## src/rtl/xbar_bank_sched.sv

```systemverilog
// Channel-to-bank request scheduler for the HTU/WBUF crossbar.
// Each bank runs its own round-robin arbiter and has one registered slot. Each channel's outstanding requests are capped by a credit counter.
module xbar_bank_sched #(
   parameter int NUM_CH   = 3,
   parameter int NUM_BANK = 4,
   parameter int DATA_W   = 64,
   parameter int MAX_OUT  = 4,
   localparam int BANK_W  = (NUM_BANK > 1) ? $clog2(NUM_BANK) : 1,
   localparam int CH_W    = (NUM_CH > 1) ? $clog2(NUM_CH) : 1,
   localparam int CNT_W   = $clog2(MAX_OUT + 1)
) (
   input  logic                       clk,
   input  logic                       rst,
   input  logic [NUM_CH-1:0]          ch_req_valid,
   output logic [NUM_CH-1:0]          ch_req_ready,
   input  logic [NUM_CH*BANK_W-1:0]   ch_req_bank,
   input  logic [NUM_CH*DATA_W-1:0]   ch_req_data,
   input  logic [NUM_CH-1:0]          ch_rsp_done,
   output logic [NUM_CH*CNT_W-1:0]    ch_outstanding,
   output logic [NUM_BANK-1:0]        bank_req_valid,
   input  logic [NUM_BANK-1:0]        bank_req_ready,
   output logic [NUM_BANK*DATA_W-1:0] bank_req_data,
   output logic [NUM_BANK*CH_W-1:0]   bank_req_src,
   output logic                       err_underflow
);

   logic [CNT_W-1:0]  cnt [NUM_CH];
   logic [CH_W-1:0]   rr_ptr [NUM_BANK];
   logic [NUM_BANK-1:0] slot_vld;
   logic [DATA_W-1:0] slot_data [NUM_BANK];
   logic [CH_W-1:0]   slot_src [NUM_BANK];

   logic [DATA_W-1:0] ch_data [NUM_CH];
   logic [BANK_W-1:0] ch_bank [NUM_CH];
   logic [NUM_CH-1:0] elig [NUM_BANK];
   logic [NUM_BANK-1:0] load;
   logic [NUM_BANK-1:0] gnt_any;
   logic [CH_W-1:0]   win [NUM_BANK];
   logic [NUM_CH-1:0] accept;

   always_comb begin
      for (int c = 0; c < NUM_CH; c++) begin
         ch_data[c] = ch_req_data[c*DATA_W +: DATA_W];
         ch_bank[c] = ch_req_bank[c*BANK_W +: BANK_W];
      end
      for (int b = 0; b < NUM_BANK; b++) begin
         for (int c = 0; c < NUM_CH; c++) begin
            elig[b][c] = ch_req_valid[c] && (ch_bank[c] == BANK_W'(b)) &&
                         (cnt[c] < CNT_W'(MAX_OUT));
         end
      end
   end

   // Scan channels starting at rr_ptr and wrap around; the first eligible channel wins.
   always_comb begin
      logic [CH_W:0]   sum;
      logic [CH_W-1:0] idx;
      sum     = '0;
      idx     = '0;
      accept  = '0;
      gnt_any = '0;
      for (int b = 0; b < NUM_BANK; b++) begin
         load[b] = !slot_vld[b] || bank_req_ready[b];
         win[b]  = '0;
         for (int i = 0; i < NUM_CH; i++) begin
            sum = {1'b0, rr_ptr[b]} + (CH_W+1)'(i);
            if (sum >= (CH_W+1)'(NUM_CH)) sum = sum - (CH_W+1)'(NUM_CH);
            idx = sum[CH_W-1:0];
            if (load[b] && !gnt_any[b] && elig[b][idx]) begin
               gnt_any[b]  = 1'b1;
               win[b]      = idx;
               accept[idx] = 1'b1;
            end
         end
      end
   end

   assign ch_req_ready = accept;

   always_ff @(posedge clk) begin
      if (rst) begin
         slot_vld <= '0;
         for (int b = 0; b < NUM_BANK; b++) begin
            slot_data[b] <= '0;
            slot_src[b]  <= '0;
            rr_ptr[b]    <= '0;
         end
      end else begin
         for (int b = 0; b < NUM_BANK; b++) begin
            if (load[b]) begin
               slot_vld[b] <= gnt_any[b];
               if (gnt_any[b]) begin
                  slot_data[b] <= ch_data[win[b]];
                  slot_src[b]  <= win[b];
                  rr_ptr[b]    <= (win[b] == CH_W'(NUM_CH-1)) ? '0 : win[b] + 1'b1;
               end
            end
         end
      end
   end

   // Accept and done in the same cycle cancel out. A done that arrives at zero is flagged and otherwise ignored.
   always_ff @(posedge clk) begin
      if (rst) begin
         err_underflow <= 1'b0;
         for (int c = 0; c < NUM_CH; c++) cnt[c] <= '0;
      end else begin
         for (int c = 0; c < NUM_CH; c++) begin
            if (accept[c] && !ch_rsp_done[c]) begin
               cnt[c] <= cnt[c] + 1'b1;
            end else if (!accept[c] && ch_rsp_done[c]) begin
               if (cnt[c] == '0) err_underflow <= 1'b1;
               else              cnt[c] <= cnt[c] - 1'b1;
            end
         end
      end
   end

   always_comb begin
      bank_req_valid = slot_vld;
      for (int b = 0; b < NUM_BANK; b++) begin
         bank_req_data[b*DATA_W +: DATA_W] = slot_data[b];
         bank_req_src[b*CH_W +: CH_W]      = slot_src[b];
      end
      for (int c = 0; c < NUM_CH; c++) ch_outstanding[c*CNT_W +: CNT_W] = cnt[c];
   end

   // Upstream must hold a pending request steady until it is accepted.
   for (genvar c = 0; c < NUM_CH; c++) begin : g_chk
      a_hold: assert property (@(posedge clk) disable iff (rst)
         (ch_req_valid[c] && !ch_req_ready[c]) |=>
            (ch_req_valid[c] && $stable(ch_req_bank[c*BANK_W +: BANK_W]) &&
             $stable(ch_req_data[c*DATA_W +: DATA_W])));
      a_rdy: assert property (@(posedge clk) ch_req_ready[c] |-> ch_req_valid[c]);
   end

endmodule

```

## config.mk

```make
export PLATFORM = sky130hd
export DESIGN_NAME = xbar_bank_sched
export DESIGN_NICKNAME = d
export VERILOG_FILES = /design/src/rtl/xbar_bank_sched.sv
export SDC_FILE = /design/constraint.sdc
export NUM_CORES = 1
export LEC_CHECK = 0
export ABC_AREA = 0
export CORE_AREA = 2 2 191 193
export CTS_CLUSTER_SIZE = 10
export DETAILED_ROUTE_END_ITERATION = 10
export DIE_AREA = 0 0 193 195
export DONT_BUFFER_PORTS = 1
export PLACE_DENSITY = 0.65
export REMOVE_ABC_BUFFERS = 1
export SLEW_MARGIN = 10
export SYNTH_ARGS = -nofsm -noshare
export SYNTH_HDL_FRONTEND = slang
export SYNTH_SLANG_ARGS = --single-unit
```

## constraint.sdc

```tcl
create_clock -name clk -period 10.4 [get_ports clk]
set_input_delay 1.56 -clock clk [delete_from_list [all_inputs] [get_ports clk]]
set_output_delay 1.56 -clock clk [all_outputs]
set_load 0.02 [all_outputs]
```

==> run_results.csv <==
group,metric,value,unit
power,power_density,273.7,mW/mm²
clocking,cts_buffer_depth,3,
worst_hold_path,hold_class,"flip-flop to flip-flop",
grt,gr-total-overflow,0,
clocking,clkSinkCount,286,
floorplan,die_h,195,µm
cells_and_area,fill_cells,3116,
clocking,ctsResizeCount,0,
route,wl_met3,6719,µm
route,dr_wl_met2,28070,µm
timing,clock_skew,0.02386,ns
timing,slew_viol_final,0,
setup_path,critPathMaxFanout,8,
yosys,synth-seq-cells,286,
route,routed_wl,58320,µm
clocking,cts_tree,"done",
grt,grt_util_all_layers,30.07,%
clocking,cts_made_buffers,36,
placement,place.gp.congestion,0.9216,
floorplan,die_w,193,µm
grt,grt_max_degree,80,
yosys,ys_warn_count,0,
route,drc_errors,0,
cells_and_area,multi_input_area,0.007622,mm²
yosys,synthCells,1496,
setup_path,critPathKind,"primary input to output port",
yosys,synth.top_cells.by_count,"294 x nor2_1, 281 x edfxtp_1, 260 x a211oi_1, 260 x mux2i_1, 93 x clkbuf_1",
yosys,synth_most_common_cell,"nor2_1",
yosys,yosysTopAreaCell,"edfxtp_1",
status,status,"finished, final reports clean",
timing,rsz0062_at_grt,"false",
floorplan,ioPinCount,491,
cells_and_area,area_delta_synth_final,7.982,%
cells_and_area,drive_above_1_share,7.019,%
yosys,synth_area_per_cell,11.16,µm²
setup_path,cp-end-kind,"output port",
floorplan,rows,69,
grt,antenna_found_initial,0,
clocking,post_cts.repair.setup_buffers,0,
grt,grt_pass1_wl,83830,µm
grt,grt_pass1_vias,12530,
floorplan,die-area,0.03764,mm²
run,cap_violations,0,
route,drt_iter0_drc,1056,
yosys,synth.area.top_cells,"edfxtp_1 51%, mux2i_1 16%, a211oi_1 12%, nor2_1 6.6%, clkbuf_1 2.1%",
power,irDropWorstVdd,0.1692,mV
floorplan,start_util,47.16,%
floorplan,core,0.03540,mm²
cells_and_area,fin_nets,1662,
timing,fmax,182.3,MHz
route,vias,12610,
cells_and_area,ff_latch_area,0.008538,mm²
clocking,htree_levels,2,
yosys,async_reset_ff_share,0,%
timing,hold_viol,0,
clocking,clkSlewWorstSetupHoldPaths,0.06,ns
yosys,yosys.cell_types.count,77,
setup_path,cp_data_required_time,8.84,ns
clocking,clock_latency,0.53,ns
placement,dp_hpwl,37060,µm
route,highest_layer,"met4",
route,ant_nets,0,
timing,period_share,52.73,%
timing,slew_headroom,25.23,%
clocking,root_buffer,"clkbuf_16",
yosys,synth_edf_count,281,
power,totalPowerFinal,4933,µW
timing,whs,0.6896,ns
setup_path,cp.arrival,3.92,ns
timing,setup_viol,0,
placement,port_buffers,0,
cells_and_area,diodes,0,
route,detail_route.wl_per_cell,30.69,µm
route,dr.pass1.iters,6,
yosys,yosysSeqAreaShare,51.15,%
timing,tightest_slew,1.122,ns
route,wirelength_met1,21100,µm
yosys,yosys.area.top_type_share,50.55,%
setup_path,worstSetupStartpointType,"primary input",
power,leakage,0.007513,µW
clocking,hold_buffers,0,
yosys,ys.flop_type,"edfxtp_1",
timing,fin_crit,5.484,ns
route,via_per_inst,6.637,
setup_path,r2r_setup_slack,6.19,ns
yosys,synthesis.area,0.01669,mm²
-- power by group --
part           switching (µW)  internal, µW
Combinational             899           416
Clock                     482           652
Sequential                706          1780
Total                    2090          2850
-- worst max-delay path: stages --
cell	delay, ns
nor4b_4	0.50
and3b_1	0.24
o311ai_1	0.42
o21ai_0	0.18
a2111oi_0	0.40
and4_1	0.44
inv_1	0.18
-- layer usage --
layer  GRT usage, %  up-vias
met3          11.14      134
met5              0        -
li1               -     5598
met4          12.23        0
met2          48.98      757
met1          35.85     6122
-- layout make-up --
type	instances	area share, %
Clock buffer	43	5.143
Tap cell	461	3.200
Sequential cell	286	47.37
Clock inverter	7	0.4234
Inverter	28	0.5831
Multi-Input combinational cell	1051	42.29
Timing Repair Buffer	24	0.9995
-- final timing paths --
check / from / to / cells past startpoint
max: ch_req_bank[5] / ch_req_ready[1] / 7
min: err_underflow / err_underflow / 2
max reg2reg: cnt[1][2] / cnt[0][2] / 11
min reg2reg: err_underflow / err_underflow / 2
-- metrics by stage --
stage               area, µm²  setup slack [ns]  std cells  TNS (ns)  util (%)
finish                  18030             4.916       1900         0     50.93
global route            18030             4.573       1900         0     50.93
CTS                     18030             4.994       1900         0     50.93
detailed placement      17020             5.012       1850         0     48.09
global placement        17020             5.069       1850         0     48.09
floorplan               16130           -0.3161       1365    -4.042         -
-- state kept, by name, summed over array words and instances (netlist names) --
| register | flops |
|---|---|
| bank_req_valid | 4 |
| cnt | 9 |
| err_underflow | 1 |
| rr_ptr | 8 |
| slot_data | 256 |
| slot_src | 8 |
-- cell families (layout without fill, tap and decap cells) --
kind of cell    Yosys count  in the layout  synth area share [%]
compound gates          347            347                 15.43
xor+xnor                  4              4                0.2099
fa+ha+maj                25             25                 1.964
buf+inv                 159            102                 3.987
flops                   286            286                 51.15
mux                     263            263                 15.86
simple gates            412            412                 11.40
-- cells in the final DEF (no fill, tap or decap), drive strengths merged, types with 4 or more instances in the layout --
master   netlist  routed
nor3          11      11
nand2b        10      10
buf           38      24
nor2         294     294
edfxtp       281     281
clkbuf        93      43
nand2         20      20
nand3          8       8
clkinv         0       4
nand4          4       4
and2           4       4
a2111oi        5       5
inv           28      29
o21ai         13      13
a31oi          5       5
nand3b         5       5
dfxtp          5       5
nor2b         11      11
a21oi         22      22
nand4b         4       4
or3            9       9
a211oi       260     260
nand4bb        5       5
or2            4       4
o211ai         8       8
ha            23      23
mux2i        261     261
or4            5       5
o21a           4       4
nor3b          5       5
(Power assumes the default switching activity.)
==> patch, RTL diff (config.mk and constraints unchanged) <==
Set the parameter `MAX_OUT` to 8 (it was 4).
--- a/src/rtl/xbar_bank_sched.sv
+++ b/src/rtl/xbar_bank_sched.sv
@@ -6,3 +6,3 @@
    parameter int DATA_W   = 64,
-   parameter int MAX_OUT  = 4,
+   parameter int MAX_OUT  = 8,
    localparam int BANK_W  = (NUM_BANK > 1) ? $clog2(NUM_BANK) : 1,
Interface: changed (resized ch_outstanding); port bits go from 491 to 494. No check against the original RTL was run, so the function may have changed too.
==> patch against the unedited design <==
  * Count of clock-buffer cells in the layout decreased by 3
  * Sequential cell count grew 3
  * Wire length increased by 2.8%
  * Sequential share of layout area is 0.51 points lower
  * Total power down 2.4%
  * Synthesized area grew 2.6%
  * Worst setup slack gained 0.41 ns
  * Final area rose by 2.1%
  * Largest power group unchanged
  * Highest routed layer unchanged
==> patch: results (changes against the unedited design) <==
<table>
<tr><th>Metric</th><th>Value</th></tr>
<tr><th colspan="2">Outcome</th></tr>
<tr><td>Outcome</td><td>complete, no violations</td></tr>
<tr><th colspan="2">Timing</th></tr>
<tr><td>Maximum clock skew at final layout</td><td>0.0250 ns (+0.00114 ns)</td></tr>
<tr><td>Worst slew margin relative to its limit</td><td>0.164 (-0.0878)</td></tr>
<tr><td>Smallest setup slack after layout</td><td>5.33 ns (+0.409 ns)</td></tr>
<tr><th colspan="2">Power and ir drop</th></tr>
<tr><td>Leak</td><td>7.44 nW (-0.99%)</td></tr>
<tr><td>Maximum vdd ir drop</td><td>0.152 mV (-10%)</td></tr>
<tr><th colspan="2">Synth</th></tr>
<tr><td>Multiplexer area fraction after synthesis</td><td>0.136 (-0.0223)</td></tr>
<tr><td>Fraction of synthesized cell area in xor and xnor cells</td><td>0.00307 (+0.000970)</td></tr>
<tr><td>Count of cell types in the netlist</td><td>87 (+13%)</td></tr>
<tr><td>Fraction of the mapped netlist area in compound gates</td><td>0.160 (+0.00552)</td></tr>
<tr><td>Sequential-to-total area share from yosys stat</td><td>0.504 (-0.00767)</td></tr>
<tr><th colspan="2">Finish</th></tr>
<tr><td>Final cell count without fillers</td><td>1956 (+2.9%)</td></tr>
<tr><td>Layout cells sized above 1</td><td>0.0763 (+0.00607)</td></tr>
<tr><th colspan="2">Detailed routing</th></tr>
<tr><td>Detailed route wirelength on metal2</td><td>28500 µm (+1.3%)</td></tr>
<tr><td>Number of iterations in the first detailed-routing pass</td><td>9 (+3)</td></tr>
<tr><td>Wire length on met3</td><td>7020 µm (+4.5%)</td></tr>
<tr><td>Average wire per cell in the routed design</td><td>30.6 µm (-0.16%)</td></tr>
<tr><td>Routed metal-1 wirelength</td><td>22000 µm (+4.1%)</td></tr>
<tr><td>Number of violations reported at the end of detailed-routing iteration 0</td><td>1261 (+19%)</td></tr>
<tr><th colspan="2">Worst setup path</th></tr>
<tr><td>Minimum setup slack among reg-to-reg paths</td><td>5.90 ns (-0.29 ns)</td></tr>
<tr><td>Launch point of the worst reg-to-reg path</td><td>cnt[2][3]$_DFFE_PP_</td></tr>
<tr><td>Timing endpoint of the critical path</td><td>ch_req_ready[0]</td></tr>
<tr><td>Origin of the worst setup path</td><td>ch_req_bank[4]</td></tr>
<tr><th colspan="2">Placement</th></tr>
<tr><td>Worst slack after detailed placement</td><td>5.10 ns (+0.0885 ns)</td></tr>
<tr><td>RePlAce Congestion</td><td>0.896 (-2.8%)</td></tr>
<tr><td>HPWL Detailed</td><td>38000 µm (+2.5%)</td></tr>
<tr><th colspan="2">Global routing</th></tr>
<tr><td>Largest net degree at the start of global routing</td><td>77 (-3.8%)</td></tr>
<tr><td>GR met2 Demand/Resource</td><td>0.502 (+0.0123)</td></tr>
<tr><td>GR Util met1</td><td>0.377 (+0.0187)</td></tr>
</table>
[patch: cell count changes in the layout (fill, tap and decap cells not counted), sizes merged, moves of 6 or more]
| cell | change |
|---|---|
| nor4 | +8 |
| a311oi | +36 |
| nor3 | +6 |
| a211oi | -35 |
| mux2i | -32 |
| and2 | +7 |
| nand2 | +66 |
[patch: cell type report]
cell class | instances | area, µm²
clock buffer | 40 | 916
clock inverter | 8 | 53.8
fill | 3072 | 17000
inverter | 31 | 116
multi-input combinational | 1107 | 7970
sequential | 289 | 8630
tap | 461 | 577
timing repair buffer | 20 | 150
[patch: worst max-delay path, stage by stage]
cell and delay (ns):
sky130_fd_sc_hd__or4bb_1 0.54, sky130_fd_sc_hd__nor3b_1 0.41, sky130_fd_sc_hd__nor2_1 0.14, sky130_fd_sc_hd__nor4b_1 0.38
sky130_fd_sc_hd__a2111oi_2 0.08, sky130_fd_sc_hd__nand4_1 0.40
